File: src/rtl/mac_stream_if.sv
// Handshake and data bundle between the sample/coefficient streamer, the MAC
// engine and the result consumer.
interface mac_stream_if #(
  parameter int N     = 16,
  parameter int CNT_W = 8
);
  logic                in_valid;
  logic                in_ready;
  logic                in_last;
  logic signed [N-1:0] A;
  logic signed [N-1:0] B;
  logic                out_valid;
  logic                out_ready;
  logic signed [N-1:0] P;
  logic                ovf;
  logic [CNT_W-1:0]    cnt;

  modport master (
    output in_valid, in_last, A, B, out_ready,
    input  in_ready, out_valid, P, ovf, cnt
  );

  modport slave (
    input  in_valid, in_last, A, B, out_ready,
    output in_ready, out_valid, P, ovf, cnt
  );
endinterface

File: src/rtl/mac_stream.sv
// Streaming three-stage signed multiply-accumulate with framed results,
// round-half-up scaling, saturation, sticky overflow and term counting.
module mac_stream #(
  parameter int N     = 16,
  parameter int ACC_W = 40,
  parameter int FRAC  = 15,
  parameter int CNT_W = 8
) (
  input logic         clk,
  input logic         arst_n,
  input logic         ce,
  mac_stream_if.slave bus
);
  localparam int RSH = (FRAC > 0) ? FRAC - 1 : 0;
  localparam logic signed [ACC_W:0] RND =
    (FRAC > 0) ? ({{ACC_W{1'b0}}, 1'b1} << RSH) : {(ACC_W+1){1'b0}};
  localparam logic signed [ACC_W:0] P_MAX = {{(ACC_W-N+2){1'b0}}, {(N-1){1'b1}}};
  localparam logic signed [ACC_W:0] P_MIN = {{(ACC_W-N+2){1'b1}}, {(N-1){1'b0}}};

  logic                    rdy_r;
  logic                    stall_s;
  logic                    accept_s;
  logic                    s1_v_r, s1_last_r;
  logic signed [N-1:0]     s1_a_r, s1_b_r;
  logic                    s2_v_r, s2_last_r;
  logic signed [2*N-1:0]   s2_p_r;
  logic                    s3_v_r, s3_last_r;
  logic signed [ACC_W-1:0] s3_p_r;
  logic signed [ACC_W-1:0] acc_r;
  logic signed [ACC_W-1:0] sum_s;
  logic [CNT_W-1:0]        cnt_r, cnt_inc_s;
  logic                    sticky_r, wrap_s;
  logic signed [ACC_W:0]   rnd_s, shf_s;
  logic                    sat_hi_s, sat_lo_s;
  logic [N-1:0]            p_fmt_s;
  logic                    out_valid_r, ovf_r;
  logic [N-1:0]            p_r;
  logic [CNT_W-1:0]        cnt_out_r;

  assign stall_s      = !ce || (out_valid_r && !bus.out_ready);
  assign bus.in_ready = rdy_r && !stall_s;
  assign accept_s     = bus.in_valid && bus.in_ready;

  assign sum_s     = acc_r + s3_p_r;
  assign wrap_s    = (acc_r[ACC_W-1] == s3_p_r[ACC_W-1]) && (sum_s[ACC_W-1] != acc_r[ACC_W-1]);
  assign cnt_inc_s = (cnt_r == {CNT_W{1'b1}}) ? cnt_r : cnt_r + {{(CNT_W-1){1'b0}}, 1'b1};

  // One guard bit above the accumulator so the rounding constant never wraps.
  assign rnd_s    = {sum_s[ACC_W-1], sum_s} + RND;
  assign shf_s    = rnd_s >>> FRAC;
  assign sat_hi_s = shf_s > P_MAX;
  assign sat_lo_s = shf_s < P_MIN;

  // Clamp the scaled sum into the N-bit signed output range.
  always_comb begin
    p_fmt_s = shf_s[N-1:0];
    if (sat_hi_s) begin
      p_fmt_s = P_MAX[N-1:0];
    end else if (sat_lo_s) begin
      p_fmt_s = P_MIN[N-1:0];
    end else begin
      p_fmt_s = shf_s[N-1:0];
    end
  end

  // Pipeline, accumulator and output register; a stall freezes every stage.
  always_ff @(posedge clk or negedge arst_n) begin
    if (!arst_n) begin
      rdy_r       <= 1'b0;
      s1_v_r      <= 1'b0;
      s1_last_r   <= 1'b0;
      s1_a_r      <= {N{1'b0}};
      s1_b_r      <= {N{1'b0}};
      s2_v_r      <= 1'b0;
      s2_last_r   <= 1'b0;
      s2_p_r      <= {(2*N){1'b0}};
      s3_v_r      <= 1'b0;
      s3_last_r   <= 1'b0;
      s3_p_r      <= {ACC_W{1'b0}};
      acc_r       <= {ACC_W{1'b0}};
      cnt_r       <= {CNT_W{1'b0}};
      sticky_r    <= 1'b0;
      out_valid_r <= 1'b0;
      ovf_r       <= 1'b0;
      p_r         <= {N{1'b0}};
      cnt_out_r   <= {CNT_W{1'b0}};
    end else begin
      if (ce) begin
        rdy_r <= 1'b1;
      end
      if (!stall_s) begin
        s1_v_r    <= accept_s;
        s1_last_r <= bus.in_last;
        s1_a_r    <= bus.A;
        s1_b_r    <= bus.B;
        s2_v_r    <= s1_v_r;
        s2_last_r <= s1_last_r;
        s2_p_r    <= (2*N)'(s1_a_r) * (2*N)'(s1_b_r);
        s3_v_r    <= s2_v_r;
        s3_last_r <= s2_last_r;
        s3_p_r    <= ACC_W'(s2_p_r);
        if (s3_v_r) begin
          if (s3_last_r) begin
            acc_r     <= {ACC_W{1'b0}};
            cnt_r     <= {CNT_W{1'b0}};
            sticky_r  <= 1'b0;
            p_r       <= p_fmt_s;
            ovf_r     <= sat_hi_s || sat_lo_s || sticky_r || wrap_s;
            cnt_out_r <= cnt_inc_s;
          end else begin
            acc_r    <= sum_s;
            cnt_r    <= cnt_inc_s;
            sticky_r <= sticky_r || wrap_s;
          end
        end
        out_valid_r <= s3_v_r && s3_last_r;
      end
    end
  end

  assign bus.out_valid = out_valid_r;
  assign bus.P         = p_r;
  assign bus.ovf       = ovf_r;
  assign bus.cnt       = cnt_out_r;
endmodule

File: src/flat_wrapper.sv
// flat-port wrapper written by rule: the top's interface ports become plain ports
module mac_stream_flat 
#(
  parameter int N     = 16,
  parameter int ACC_W = 40,
  parameter int FRAC  = 15,
  parameter int CNT_W = 8
)
  (clk, arst_n, ce, bus_in_valid, bus_in_last, bus_A, bus_B, bus_out_ready, bus_in_ready, bus_out_valid, bus_P, bus_ovf, bus_cnt);
  mac_stream_if #(.N(N), .CNT_W(CNT_W)) bus_i ();
  input logic clk;
  input logic arst_n;
  input logic ce;
  input wire logic [$bits(bus_i.in_valid)-1:0] bus_in_valid;
  input wire logic [$bits(bus_i.in_last)-1:0] bus_in_last;
  input wire logic [$bits(bus_i.A)-1:0] bus_A;
  input wire logic [$bits(bus_i.B)-1:0] bus_B;
  input wire logic [$bits(bus_i.out_ready)-1:0] bus_out_ready;
  output wire logic [$bits(bus_i.in_ready)-1:0] bus_in_ready;
  output wire logic [$bits(bus_i.out_valid)-1:0] bus_out_valid;
  output wire logic [$bits(bus_i.P)-1:0] bus_P;
  output wire logic [$bits(bus_i.ovf)-1:0] bus_ovf;
  output wire logic [$bits(bus_i.cnt)-1:0] bus_cnt;
  assign bus_i.in_valid = bus_in_valid;
  assign bus_i.in_last = bus_in_last;
  assign bus_i.A = bus_A;
  assign bus_i.B = bus_B;
  assign bus_i.out_ready = bus_out_ready;
  assign bus_in_ready = bus_i.in_ready;
  assign bus_out_valid = bus_i.out_valid;
  assign bus_P = bus_i.P;
  assign bus_ovf = bus_i.ovf;
  assign bus_cnt = bus_i.cnt;
  mac_stream #(.N(N), .ACC_W(ACC_W), .FRAC(FRAC), .CNT_W(CNT_W)) u_core (.clk(clk), .arst_n(arst_n), .ce(ce), .bus(bus_i));
endmodule
File: config.mk
export PLATFORM = sky130hd
export DESIGN_NAME = mac_stream_flat
export DESIGN_NICKNAME = d
export VERILOG_FILES = /design/src/rtl/mac_stream_if.sv /design/src/rtl/mac_stream.sv /design/src/flat_wrapper.sv
export SDC_FILE = /design/constraint.sdc
export NUM_CORES = 1
export LEC_CHECK = 0
export BUFFER_PORTS_ARGS = -buffer_cell sky130_fd_sc_hd__buf_2
export CORE_MARGIN = 2
export CORE_UTILIZATION = 67
export CTS_CLUSTER_SIZE = 10
export DETAILED_ROUTE_END_ITERATION = 10
export HOLD_SLACK_MARGIN = 0.1
export PLACE_DENSITY = 0.9
export SYNTH_ARGS = -nofsm -noshare
export SYNTH_HDL_FRONTEND = slang
export SYNTH_SLANG_ARGS = --single-unit
File: constraint.sdc
create_clock -name clk -period 18.64 [get_ports clk]
set_input_delay 0.932 -clock clk [delete_from_list [all_inputs] [get_ports clk]]
set_output_delay 0.932 -clock clk [all_outputs]
set_load 0.005 [all_outputs]
==> results.toml <==
[synth]
yosysMostFrequentCell = "nand2_1"
yosys_warnings = 0
ys_types = 83
synth_edf_count = 0
syn_inst = 2212
synth_area_per_cell_um2 = 8.88
synth-seq-cells = 178
synthTopCellsByCount = "nand2_1 (474), inv_1 (323), fa_1 (263), dfrtp_1 (178), ha_1 (123)"
synth_area_um2 = 19600
synthArstFlopShare_pct = 100
synth.largest_area_cell = "fa_1"
synth-seq-area-share_pct = 22.7
syn_nets = 2636
synth_area_leaders = "fa_1 (27%), dfrtp_1 (23%), nand2_1 (9.1%), ha_1 (7.8%), inv_1 (6.2%)"
dominantRegCellSynth = "dfrtp_1"
synth_top_area_share_pct = 26.8

[sta]
clock_skew_ns = 0.0137
clock.fmax_mhz = 137
finalSetupViolations = 0
rsz0062_at_grt = "false"
final_max_slew_viol_count = 0
setup_tns_ns = 0
timing.final.hold_violations = 0
tightest_slew_ns = 1.15
fin_ws_ns = 11.32
finalCriticalPeriod_ns = 7.32
slew_headroom_pct = 22.9
post-route-period-util_pct = 39.3

[floorplan]
io-pin-count = 65
die_w_um = 175
start_util_pct = 68.3
placementRows = 62
core_area_um2 = 28800
dieArea_um2 = 30700
die_h_um = 175

[finish]
nFillCells = 2008
syn2layout_area_growth_pct = 5.57
multiInputGateArea_um2 = 13600
drive_above_1_share_pct = 6.04
diodes = 0
final_net_count = 2630
seq_area_um2 = 4450

[detailed_routing]
wl_met3_um = 3790
drt-met1-wl_um = 19300
first_pass_iters = 7
wl_um = 46900
wl_met2_um = 22700
drc = 0
viasPerCell = 5.90
drt_iter0_markers = 1353
top_layer = "met4"
routedWlPerCell_um = 18.0
drtAntennaViolNets = 0
vias = 15353

[placement]
place_congestion = 0.928
port_buffers = 64
hpwl_um = 34100
pre_cts_ws_ns = 11.46

[clock_tree]
cts_tree = "built"
clockBufferDepth = 2
cts-root-buf = "clkbuf_16"
clkSlewWorstSetupHoldPaths_ns = 0.08
clock_latency_ns = 0.45
cts_made_buffers = 17
post-cts-setup-buffers = 0
cts.sinks = 178
cts_hold_buf = 0
post_cts_resized = 0
h-tree-depth = 4

[worst_setup_path]
crit_chain = "nand2_1 > inv_1 > fa_1 > fa_1 > inv_1 > fa_1 > fa_1 > inv_1 > fa_1 > inv_1 > fa_1 > inv_1 > ha_1 > a21o_1 > a21oi_1 > nor2b_1 > o21ai_0 > nand2b_1 > a21oi_1 > o21ai_0 > a211o_1 > a21oi_1 > xnor2_1 > o21ai_0"
crit_arrival_ns = 7.64
cp_max_fo = 17
crit_family = "adder cells"
worstPathRequired_ns = 18.96
setup.worst_path.class = "reg -> reg"
cpMostUsedCell = "fa_1"
critPathCaptureType = "flip-flop"
cpMaxStageDelayCell = "fa_1"
max_stage_delay_ns = 0.92
cp.buffers_inverters = 5
start_kind = "flip-flop"

[worst_hold_path]
hold_class = "reg -> reg"

[global_route]
grt_max_degree = 112
grt_pass1_vias = 15952
grt_overflow = 0
grt.total_usage_pct = 32.0
grt_first_pass_wirelength_um = 78800
antenna_found_initial = 0

[status]
status = "finished, final reports clean"

[run]
drv_cap = 0
logic make-up after synthesis:
group | Yosys count | synth area share (%)
xor gates and xnor gates | 86 | 3.83
muxes | 6 | 0.318
adders and majority gates | 386 | 34.6
and+or+nand+nor | 809 | 19.1
AOI/OAI and AO/OA | 331 | 11.3
buffers and inverters | 416 | 8.09
DFF | 178 | 22.7
metal layers:
layer	vias up	global-route usage (%)
met5	-	0
met3	119	5.98
li1	7042	-
met1	7506	43.0
met4	0	9.62
met2	686	53.4
sequential cells by signal, summed over array words and instances, names as in the netlist, 8 cells and up:
name	flops
u_core.s1_a_r	16
u_core.s1_b_r	16
u_core.bus.cnt	8
u_core.s2_p_r	32
u_core.cnt_r	8
u_core.s3_p_r	32
u_core.acc_r	40
u_core.bus.P	16
layout by cell type (no fill, tap or decap), drive strengths merged, types with 6 or more instances in the layout:
cell type,n
a21o,38
and2,114
nand4,8
xnor2,49
a22o,16
o22a,16
xor2,37
or3,8
nor2,69
nor3,29
or2,6
and3,17
clkbuf,18
ha,123
nand3,28
o31ai,11
inv,326
nand2,474
a211oi,12
buf,68
nor2b,11
o21a,13
a21oi,64
a31oi,16
nand2b,13
dfrtp,178
o21bai,10
nor3b,6
o21ai,95
fa,263
through the flow:
stage          std cells  hold WS (ns)  utilization [%]  area [um2]
6_report            2601         0.467             72.1       20700
5_1_grt             2601         0.499             72.1       20700
4_1_cts             2601         0.462             72.1       20700
3_5_place_dp        2571         0.447             69.9       20100
3_3_place_gp        2571         0.448             69.9       20100
2_1_floorplan       2212         0.435                -       19600
final timing paths:
path	start	to	slack [ns]	cells after the start
max	u_core.s1_a_r[15]	u_core.s2_p_r[31]	11.32	24
min	u_core.s2_p_r[18]	u_core.s3_p_r[18]	0.47	2
max reg2reg	u_core.s1_a_r[15]	u_core.s2_p_r[31]	11.32	24
min reg2reg	u_core.s2_p_r[18]	u_core.s3_p_r[18]	0.47	2
max in group asynchronous	arst_n	u_core.s3_p_r[5]	16.50	2
min in group asynchronous	arst_n	u_core.bus.cnt[5]	0.60	1
tightest hold or removal path: stages, from the launching register on:
cell	delay, ns
dfrtp_1	0.34
nand2_1	0.05
nand2_1	0.05
final cells by class:
cell class	instances	share of cell area, %
multi-input cells	1618	65.7
flip-flops and latches	178	21.5
inverters	323	5.85
well taps	384	2.32
clock buffers	18	2.12
repair buffers	68	1.72
clock inverters	12	0.869
Power is left out: the tool's default activity adds up to more than one toggle a clock period on the data nets, which glitch-free logic cannot reach.
